$ cat src/rtl/regfile_write_sequencer_pkg.sv
// Shared definitions for the register-file write sequencer: default geometry
// (common with the register file itself) and the controller state encoding.
package regfile_write_sequencer_pkg;

  localparam int DEF_NUM_REQ  = 4;
  localparam int DEF_ADDR_W   = 5;
  localparam int DEF_DATA_W   = 32;
  localparam int DEF_NUM_REGS = 2 ** DEF_ADDR_W;

  typedef enum logic {
    ST_INIT = 1'b0,
    ST_ARB  = 1'b1
  } state_e;

  // Width of a binary index into n requesters; never below one bit.
  function automatic int idx_width(input int n);
    return (n > 1) ? $clog2(n) : 1;
  endfunction

endpackage

$ cat src/rtl/regfile_write_sequencer_if.sv
// Requester handshake plus register-file write port of the write sequencer.
interface regfile_write_sequencer_if #(
  parameter int NUM_REQ = 4,
  parameter int ADDR_W  = 5,
  parameter int DATA_W  = 32
) ();

  logic [NUM_REQ-1:0]        Req_Valid;
  logic [NUM_REQ*ADDR_W-1:0] Req_Register;
  logic [NUM_REQ*DATA_W-1:0] Req_Data;
  logic [NUM_REQ-1:0]        Req_Ready;
  logic [ADDR_W-1:0]         Write_Register;
  logic [DATA_W-1:0]         Write_Data;
  logic                      Reg_Write;
  logic                      Init_Busy;

  // The sequencer side.
  modport slave (
    input  Req_Valid, Req_Register, Req_Data,
    output Req_Ready, Write_Register, Write_Data, Reg_Write, Init_Busy
  );

  // Requesters and register file, as seen from outside the sequencer.
  modport master (
    output Req_Valid, Req_Register, Req_Data,
    input  Req_Ready, Write_Register, Write_Data, Reg_Write, Init_Busy
  );

endinterface

$ cat src/rtl/regfile_write_sequencer_rr_arbiter.sv
// Combinational round-robin arbiter: the first request at or after ptr
// (wrapping) wins; returns a one-hot grant and its binary index.
module rr_arbiter
  import regfile_write_sequencer_pkg::*;
#(
  parameter  int NUM_REQ = DEF_NUM_REQ,
  localparam int IDX_W   = idx_width(NUM_REQ)
) (
  input  logic [NUM_REQ-1:0] req,
  input  logic [IDX_W-1:0]   ptr,
  output logic [NUM_REQ-1:0] grant,
  output logic [IDX_W-1:0]   grant_idx
);

  logic [IDX_W-1:0]   pos [NUM_REQ];
  logic [NUM_REQ-1:0] hit;

  // hit[k] is the request sitting k places after the pointer.
  generate
    for (genvar gi = 0; gi < NUM_REQ; gi++) begin : g_rot
      assign pos[gi] = IDX_W'((int'(ptr) + gi) % NUM_REQ);
      assign hit[gi] = req[pos[gi]];
    end
  endgenerate

  always_comb begin
    grant     = '0;
    grant_idx = '0;
    // Scan from the far end so the closest requester is the last one kept.
    for (int k = NUM_REQ - 1; k >= 0; k--) begin
      if (hit[k]) grant_idx = pos[k];
    end
    if (|hit) grant[grant_idx] = 1'b1;
  end

endmodule

$ cat src/rtl/regfile_write_sequencer.sv
// Register-file write-port controller: zero-fills every register after reset,
// then shares the port among requesters with round-robin valid/ready arbitration.
module regfile_write_sequencer
  import regfile_write_sequencer_pkg::*;
#(
  parameter int NUM_REQ  = DEF_NUM_REQ,
  parameter int ADDR_W   = DEF_ADDR_W,
  parameter int DATA_W   = DEF_DATA_W,
  parameter int NUM_REGS = 2 ** ADDR_W
) (
  input logic                  Clk,
  input logic                  Reset,
  regfile_write_sequencer_if.slave bus
);

  localparam int IDX_W = idx_width(NUM_REQ);

  state_e             state_reg, state_next;
  logic [ADDR_W-1:0]  cnt_reg;
  logic [IDX_W-1:0]   ptr_reg;
  logic [ADDR_W-1:0]  write_register_reg;
  logic [DATA_W-1:0]  write_data_reg;
  logic               reg_write_reg;

  logic [NUM_REQ-1:0] grant;
  logic [IDX_W-1:0]   grant_idx;
  logic               in_arb;
  logic               xfer;
  logic               init_last;
  logic [ADDR_W-1:0]  req_register [NUM_REQ];
  logic [DATA_W-1:0]  req_data     [NUM_REQ];

  generate
    for (genvar gi = 0; gi < NUM_REQ; gi++) begin : g_slice
      assign req_register[gi] = bus.Req_Register[gi*ADDR_W +: ADDR_W];
      assign req_data[gi]     = bus.Req_Data[gi*DATA_W +: DATA_W];
    end
  endgenerate

  rr_arbiter #(
    .NUM_REQ (NUM_REQ)
  ) u_arb (
    .req       (bus.Req_Valid),
    .ptr       (ptr_reg),
    .grant     (grant),
    .grant_idx (grant_idx)
  );

  assign in_arb        = (state_reg == ST_ARB);
  assign bus.Req_Ready = in_arb ? grant : '0;
  assign xfer          = |(bus.Req_Valid & bus.Req_Ready);
  assign init_last     = (cnt_reg == ADDR_W'(NUM_REGS - 1));

  assign bus.Init_Busy      = (state_reg == ST_INIT);
  assign bus.Write_Register = write_register_reg;
  assign bus.Write_Data     = write_data_reg;
  assign bus.Reg_Write      = reg_write_reg;

  always_ff @(posedge Clk) begin
    if (Reset) state_reg <= ST_INIT;
    else       state_reg <= state_next;
  end

  always_comb begin
    state_next = state_reg;
    case (state_reg)
      ST_INIT: if (init_last) state_next = ST_ARB;
      ST_ARB:  state_next = ST_ARB;
      default: state_next = ST_INIT;
    endcase
  end

  always_ff @(posedge Clk) begin
    if (Reset) begin
      cnt_reg            <= '0;
      ptr_reg            <= '0;
      write_register_reg <= '0;
      write_data_reg     <= '0;
      reg_write_reg      <= 1'b0;
    end else if (!in_arb) begin
      write_register_reg <= cnt_reg;
      write_data_reg     <= '0;
      reg_write_reg      <= 1'b1;
      cnt_reg            <= cnt_reg + 1'b1;
    end else if (xfer) begin
      write_register_reg <= req_register[grant_idx];
      write_data_reg     <= req_data[grant_idx];
      // Register 0 is hard-wired zero: the handshake completes, the write is dropped.
      reg_write_reg      <= (req_register[grant_idx] != '0);
      ptr_reg            <= (grant_idx == IDX_W'(NUM_REQ - 1)) ? '0 : grant_idx + 1'b1;
    end else begin
      reg_write_reg      <= 1'b0;
    end
  end

endmodule
$ cat src/flat_wrapper.sv
// flat-port wrapper written by rule: the top's interface ports become plain ports
module regfile_write_sequencer_flat import regfile_write_sequencer_pkg::*;
#(
  parameter int NUM_REQ  = DEF_NUM_REQ,
  parameter int ADDR_W   = DEF_ADDR_W,
  parameter int DATA_W   = DEF_DATA_W,
  parameter int NUM_REGS = 2 ** ADDR_W
)
  (Clk, Reset, bus_Req_Valid, bus_Req_Register, bus_Req_Data, bus_Req_Ready, bus_Write_Register, bus_Write_Data, bus_Reg_Write, bus_Init_Busy);
  regfile_write_sequencer_if #(.NUM_REQ(NUM_REQ), .ADDR_W(ADDR_W), .DATA_W(DATA_W)) bus_i ();
  input logic Clk;
  input logic Reset;
  input wire logic [$bits(bus_i.Req_Valid)-1:0] bus_Req_Valid;
  input wire logic [$bits(bus_i.Req_Register)-1:0] bus_Req_Register;
  input wire logic [$bits(bus_i.Req_Data)-1:0] bus_Req_Data;
  output wire logic [$bits(bus_i.Req_Ready)-1:0] bus_Req_Ready;
  output wire logic [$bits(bus_i.Write_Register)-1:0] bus_Write_Register;
  output wire logic [$bits(bus_i.Write_Data)-1:0] bus_Write_Data;
  output wire logic [$bits(bus_i.Reg_Write)-1:0] bus_Reg_Write;
  output wire logic [$bits(bus_i.Init_Busy)-1:0] bus_Init_Busy;
  assign bus_i.Req_Valid = bus_Req_Valid;
  assign bus_i.Req_Register = bus_Req_Register;
  assign bus_i.Req_Data = bus_Req_Data;
  assign bus_Req_Ready = bus_i.Req_Ready;
  assign bus_Write_Register = bus_i.Write_Register;
  assign bus_Write_Data = bus_i.Write_Data;
  assign bus_Reg_Write = bus_i.Reg_Write;
  assign bus_Init_Busy = bus_i.Init_Busy;
  regfile_write_sequencer #(.NUM_REQ(NUM_REQ), .ADDR_W(ADDR_W), .DATA_W(DATA_W), .NUM_REGS(NUM_REGS)) u_core (.Clk(Clk), .Reset(Reset), .bus(bus_i));
endmodule
$ cat config.mk
export PLATFORM = sky130hd
export DESIGN_NAME = regfile_write_sequencer_flat
export DESIGN_NICKNAME = d
export VERILOG_FILES = /design/src/rtl/regfile_write_sequencer_pkg.sv /design/src/rtl/regfile_write_sequencer_if.sv /design/src/rtl/regfile_write_sequencer_rr_arbiter.sv /design/src/rtl/regfile_write_sequencer.sv /design/src/flat_wrapper.sv
export SDC_FILE = /design/constraint.sdc
export NUM_CORES = 1
export LEC_CHECK = 0
export CORE_ASPECT_RATIO = 0.7
export CORE_MARGIN = 5
export CORE_UTILIZATION = 37
export DETAILED_ROUTE_END_ITERATION = 12
export GPL_ROUTABILITY_DRIVEN = 0
export GPL_TIMING_DRIVEN = 0
export HOLD_SLACK_MARGIN = 0.05
export PLACE_DENSITY = 0.82
export SLEW_MARGIN = 20
export SYNTH_ARGS = -nofsm -noshare
export SYNTH_HDL_FRONTEND = slang
export SYNTH_SLANG_ARGS = --single-unit
$ cat constraint.sdc
create_clock -name Clk -period 3.75 [get_ports Clk]
set_input_delay 0.5625 -clock Clk [delete_from_list [all_inputs] [get_ports Clk]]
set_output_delay 0.5625 -clock Clk [all_outputs]
set_load 0.005 [all_outputs]
==> run metrics, run 1 <==
synthesized area=3030 um^2; register area=921 um^2; Post-Syn Instances=404; final hold viol count=0; Yosys top cell by area=dfxtp_1; Synth Area in Compound Gates=0.322; Layout Skew=5.35 ps; Reg2Reg Setup Slack=910 ps; max cap viols=0; mux share of post-synthesis cell area=0.00661; PD cells=265 nW/um^2; total wire length=13.1 mm; WHS=453 ps; adder-cell share of the synthesized area=0.0124; Peak VDD IR=0.000221 V; Syn Nets=561; Reg clk slew, reported paths=60 ps; number of vias per cell=5.60; Synth Register Bits=46; Post-Layout Cell Count=707; clock sink total=46; CTS tree=done; Worst setup SP type=input port; kind of critical path=in2out; H-tree levels=2; Synth Area in Simple Gates=0.269; Async SR Flop Fraction=0; Setup Fix Bufs, Post-CTS=0; Final period util=0.955; hold crit path type=reg2reg; Overall Power=1.41 mW; Placed Cells=701; initial antenna violation count=0; Post-synth EDFFs=0; Layout area overhead=75.7%; Post-DRT Antenna Nets=0; fraction of layout cells with a size suffix above 1=0.0429; DP HPWL=10.6 mm; pin count of the biggest net entering global routing=20; initial core utilization=0.382; Setup violations, final=0; DR vias=3956; RSZ-0062 raised after global routing=false; top post-synthesis cells by area=dfxtp_1 (30%), nand2_1 (13%), a311o_1 (11%); Hold Buf Count CTS=0; Die X=118 um; # fillers=640; Fmax=279 MHz; status=finished clean; Setup WS post-layout=168 ps; die height=85.7 um; Worst Hold Depth=2; cell row count=27; xor and xnor area share after synthesis=0.00867; post-synthesis sequential area ratio=0.304; Largest register FFs=32; CTS buffer count=5; area of the multi-input gates=1890 um^2; antenna cell count=0; Port Buffer Count=196; clock buffer depth=2; pre-CTS setup slack=-187 ps; vias in the first global route=3935; Worst Reg2Reg Path Length in Cells=12; I/O pin cnt=197; largest family of logic cells by synthesized area=compound AO/OA/AOI/OAI gates; Max transition margin=0.445; Yosys Warn Count=0; Die ar.=10100 um^2; Tightest Pin Transition=823 ps; # DRC=0; most common cell in the netlist=nand2_1; 1st-pass router iterations=4; static leakage=1.94 nW; Nets=762; Commonest cells post-synth=nand2_1 (101), dfxtp_1 (46), a21oi_1 (39), and3_1 (38), a211oi_1 (33); Tot GR Track Use=0.248; Worst Setup End Kind=primary output; grt ovf=0; initial DRC count=299; Finished Core Util=0.671; Mapped Avg Cell Area=7.50 um^2; worst path arrival time=3020 ps; critical path fanouts, max=10; most common flop cell mapped by yosys=dfxtp_1; share of the synthesized area in the top cell type=0.304; Period minus WS final=3580 ps; Core Box Area=7940 um^2; CP required=3190 ps; clk root buf=clkbuf_16; distinct cell type count of the synthesized netlist=38; Avg WL per Cell=18.5 um; worst skew pair latency=280 ps; first-pass GRT wire length=20.7 mm; Final Max Tran Viols=0
[where the power goes]
group	switching, mW	internal (mW)	total [mW]
clock	0.181	0.400	0.581
combinational	0.134	0.197	0.332
sequential	0.00455	0.494	0.498
[cell type report]
| cell class | count | share of cell area |
|---|---|---|
| Clock inverter | 2 | 0.0113 |
| Tap cell | 101 | 0.0237 |
| Timing Repair Buffer | 196 | 0.368 |
| Inverter | 4 | 0.00329 |
| Multi-Input combinational cell | 314 | 0.354 |
| Sequential cell | 46 | 0.173 |
| Clock buffer | 6 | 0.0261 |
| Buffer | 38 | 0.0399 |
[metrics by stage]
stage               cell area, um^2  TNS, ps
finish                         5330        0
floorplan                      3030        0
global placement               5120     -103
detailed placement             5130    -2810
CTS                            5320        0
global route                   5330        0
[critical path: stages]
cell and delay (ps):
clkdlybuf4s50_1 540, nand2_1 120, a211o_4 430, nand2_8 130, buf_4 190, clkbuf_1 470, nor3_2 90, clkdlybuf4s50_1 480
[cell families (layout without fill, tap and decap cells)]
group | Yosys count | count (layout)
AO/OA/AOI/OAI | 130 | 130
XOR/XNOR | 3 | 3
adder cells (fa/ha/maj) | 3 | 3
buffers and inverters | 44 | 246
flip-flops | 46 | 46
multiplexers | 2 | 2
AND/OR/NAND/NOR | 176 | 176
[placed cells by master (no fill, tap or decap), drive strengths merged, types with 2 or more instances in the layout]
cell type	n
clkdlybuf4s50	196
nand2	102
dfxtp	46
a21oi	39
and3	38
a211oi	33
a311o	32
clkbuf	32
nand3	15
buf	12
nor2	11
o21ai	6
a211o	6
nor2b	4
a32oi	4
inv	4
ha	3
nand2b	2
xor2	2
mux2i	2
a221oi	2
bufinv	2
nor3	2
[timing repair]
item,in CTS,in global routing
resized for setup,0,3
endpoints found under the hold margin,0,0
setup endpoints to repair,2,3
[path summary, 6_finish.rpt]
path                                                   to                 startpoint
worst min-delay path            u_core.bus.Write_Data[11]  u_core.bus.Write_Data[11]
worst max-delay path                     bus_Req_Ready[2]           bus_Req_Valid[0]
worst min register to register  u_core.bus.Write_Data[11]  u_core.bus.Write_Data[11]
worst max register to register  u_core.bus.Write_Data[28]          u_core.ptr_reg[0]
[per-layer routing]
metal	up-vias	track usage	routed length [um]
met5	-	0	0
met4	0	0.0563	173
met3	12	0.0804	1170
met2	188	0.408	6110
met1	1854	0.317	5670
li1	1902	-	-
(Power assumes the default switching activity.)
==> run 2, diff against run 1 <==
--- a/config.mk
+++ b/config.mk
@@ -9,7 +9,6 @@
 export CORE_MARGIN = 5
 export CORE_UTILIZATION = 37
 export DETAILED_ROUTE_END_ITERATION = 12
-export GPL_ROUTABILITY_DRIVEN = 0
 export GPL_TIMING_DRIVEN = 0
 export HOLD_SLACK_MARGIN = 0.05
 export PLACE_DENSITY = 0.82
@@ -17,3 +16,4 @@
 export SYNTH_ARGS = -nofsm -noshare
 export SYNTH_HDL_FRONTEND = slang
 export SYNTH_SLANG_ARGS = --single-unit
+export TNS_END_PERCENT = 10
==> run 2 against run 1 <==
Against the previous run: combinational power about the same; critical endpoint is now bus_Req_Ready[3]; clock power down 14%; largest power group unchanged; clock skew about the same; sequential share of layout area up 0.12 points; non-clock buffer count unchanged; critical path type unchanged.
==> run metrics, run 2 (synthesis gave the netlist of run 1 again) <==
Placed Area=5130 um^2 (unchanged); clock buffer depth=2 (unchanged); Reg clk slew, reported paths=60 ps (about the same); Period minus WS final=3560 ps (-18.2 ps); fraction of layout cells with a size suffix above 1=0.0396 (-0.00330); Clk pwr share=0.376 (-0.036); Worst Hold Depth=2 (unchanged); Peak VDD IR=0.000200 V (-9.6%); Placer Congestion=0.921; critical path depth in cells=10 (+2); Largest register FFs=32 (unchanged); Worst Setup End Kind=primary output; antenna cell count=0 (unchanged); status=finished clean; Avg WL per Cell=18.7 um (+0.65%); I/O pin cnt=197 (unchanged); CP max stage cell=clkdlybuf4s50_1; clock sink total=46 (unchanged); Core Box Area=7940 um^2 (unchanged); worst path buffer plus inverter count=6 (+2); pin count of the biggest net entering global routing=20 (unchanged); Die X=118 um (unchanged); cell family with most CP delay=buffers and inverters; cell row count=27 (unchanged); part of the power in combinational logic=0.249 (+0.014); CTS tree=done; total wire length=13.2 mm (+0.65%); max cap viols=0 (unchanged); PD cells=252 nW/um^2 (-5.0%); most common cell after layout, fill and taps aside=clkdlybuf4s50_1; worst path cell trace=clkdlybuf4s50_1 > inv_1 > a21boi_0 > o221a_2 > buf_2 > clkbuf_4 > ha_1 > inv_1 > nor2_1 > clkdlybuf4s50_1; initial DRC count=236 (-21%); Setup violations, final=0 (unchanged); 1st-pass router iterations=5 (+1); Net Sw Power=0.326 mW (+1.7%); Worst setup SP type=input port; design area=5290 um^2 (-0.70%); met3 WL post-DR=1.35 mm (+16%); H-tree levels=2 (unchanged); Reg power frac=0.374 (+0.021); Final period util=0.950 (-0.00486); static leakage=1.92 nW (-1.1%); Hold Buf Count CTS=0 (unchanged); Sw Ratio=0.245 (+0.0178); number of vias per cell=5.65 (+0.96%); DP HPWL=10.6 mm (about the same); WHS=454 ps (+0.388 ps); DR top layer=met4; vias in the first global route=3934 (-0.025%); initial core utilization=0.382 (unchanged); worst skew pair latency=290 ps (about the same); Die ar.=10100 um^2 (unchanged); clk root buf=clkbuf_16; initial antenna violation count=0 (unchanged); met1 WL=5.63 mm (-0.71%); kind of critical path=in2out; final hold viol count=0 (unchanged); met2 WL post-DR=6.04 mm (-1.1%); Worst path max stage delay=540 ps (about the same); worst path arrival time=3000 ps (-20 ps); # fillers=671 (+4.8%); Pint=1.01 mW (-7.8%); Tightest Pin Transition=773 ps (-50.6 ps); # DRC=0 (unchanged); Port Buffer Count=196 (unchanged); hold crit path type=reg2reg; Nets=762 (unchanged); critical path fanouts, max=19 (+9); Worst Reg2Reg Path Length in Cells=12 (unchanged); Max transition margin=0.479 (+0.0341); most frequent cells in the layout=clkdlybuf4s50_1 (196), nand2_1 (101), dfxtp_1 (46); RSZ-0062 raised after global routing=false; Layout Skew=4.98 ps (-0.367 ps); CTS buffer count=5 (unchanged); CP required=3190 ps (about the same); die height=85.7 um (unchanged); Fmax=281 MHz (+0.51%); DR vias=3994 (+0.96%); Final Max Tran Viols=0 (unchanged); Layout area overhead=74.5%; first-pass GRT wire length=20.6 mm (-0.60%); Post-DRT Antenna Nets=0 (unchanged); Tot GR Track Use=0.248 (+0.000523); Setup Fix Bufs, Post-CTS=0 (unchanged); grt ovf=0 (unchanged)
[run 2: changes by cell type in the layout (fill, tap and decap cells not counted)]
| cell | before | now |
|---|---|---|
| buf_4 | 2 | 1 |
| bufinv_16 | 2 | 1 |
| clkbuf_1 | 26 | 27 |
| clkbuf_4 | 0 | 1 |
| clkbuf_8 | 1 | 0 |
| clkinvlp_4 | 0 | 1 |
| nor3_1 | 1 | 2 |
| nor3_2 | 1 | 0 |
[run 2: worst min-delay path, cell delays in order, from the launching register on]
cell     delay, ps
dfxtp_1        310
nand2_1         50
a21oi_1         50
[run 2: worst paths after layout]
path,slack (ps),to,from
hold / removal,450,u_core.bus.Write_Data[5],u_core.bus.Write_Data[5]
setup / recovery,190,bus_Req_Ready[3],bus_Req_Valid[1]
hold reg to reg,450,u_core.bus.Write_Data[5],u_core.bus.Write_Data[5]
setup reg to reg,910,u_core.bus.Write_Data[19],u_core.ptr_reg[0]
[run 2: power groups by stage]
stage / registers [mW] / logic [mW] / clock network, mW
after floorplan: 0.508 / 0.119 / 0
after global placement: 0.509 / 0.322 / 0
after detailed placement: 0.509 / 0.328 / 0
after CTS: 0.498 / 0.330 / 0.505
after global routing: 0.498 / 0.355 / 0.529
final: 0.498 / 0.332 / 0.501
[run 2: repair_timing]
| action | in CTS | in global routing |
|---|---|---|
| gates resized for setup | 0 | 1 |
| setup endpoints to repair | 2 | 2 |
| hold endpoints to repair | 0 | 0 |
[run 2: cell type report]
| type | instances | area (um^2) | area share |
|---|---|---|---|
| inverter | 4 | 17.5 | 0.00331 |
| sequential | 46 | 921 | 0.174 |
| multi-input combinational | 314 | 1880 | 0.356 |
| clock inverter | 2 | 37.5 | 0.00710 |
| buffer | 38 | 213 | 0.0402 |
| tap | 101 | 126 | 0.0239 |
| clock buffer | 6 | 129 | 0.0244 |
| timing repair buffer | 196 | 1960 | 0.371 |
[run 2: per-stage QoR]
| step | setup TNS, ps | cells | power [mW] | util | worst slack (ps) |
|---|---|---|---|---|---|
| global route | 0 | 707 | 1.38 | 0.666 | 2.69 |
| finish | 0 | 707 | 1.33 | 0.666 | 186 |
| CTS | 0 | 708 | 1.33 | 0.666 | 35.6 |
| detailed placement | -2260 | 701 | 0.837 | 0.646 | -168 |
| global placement | -204 | 701 | 0.831 | 0.645 | -116 |
| floorplan | 0 | 404 | 0.628 | - | 893 |
[run 2: routing by layer]
| metal | GRT usage | up-vias |
|---|---|---|
| met2 | 0.408 | 208 |
| met4 | 0.0552 | 0 |
| li1 | - | 1898 |
| met1 | 0.319 | 1875 |
| met5 | 0 | - |
| met3 | 0.0811 | 13 |
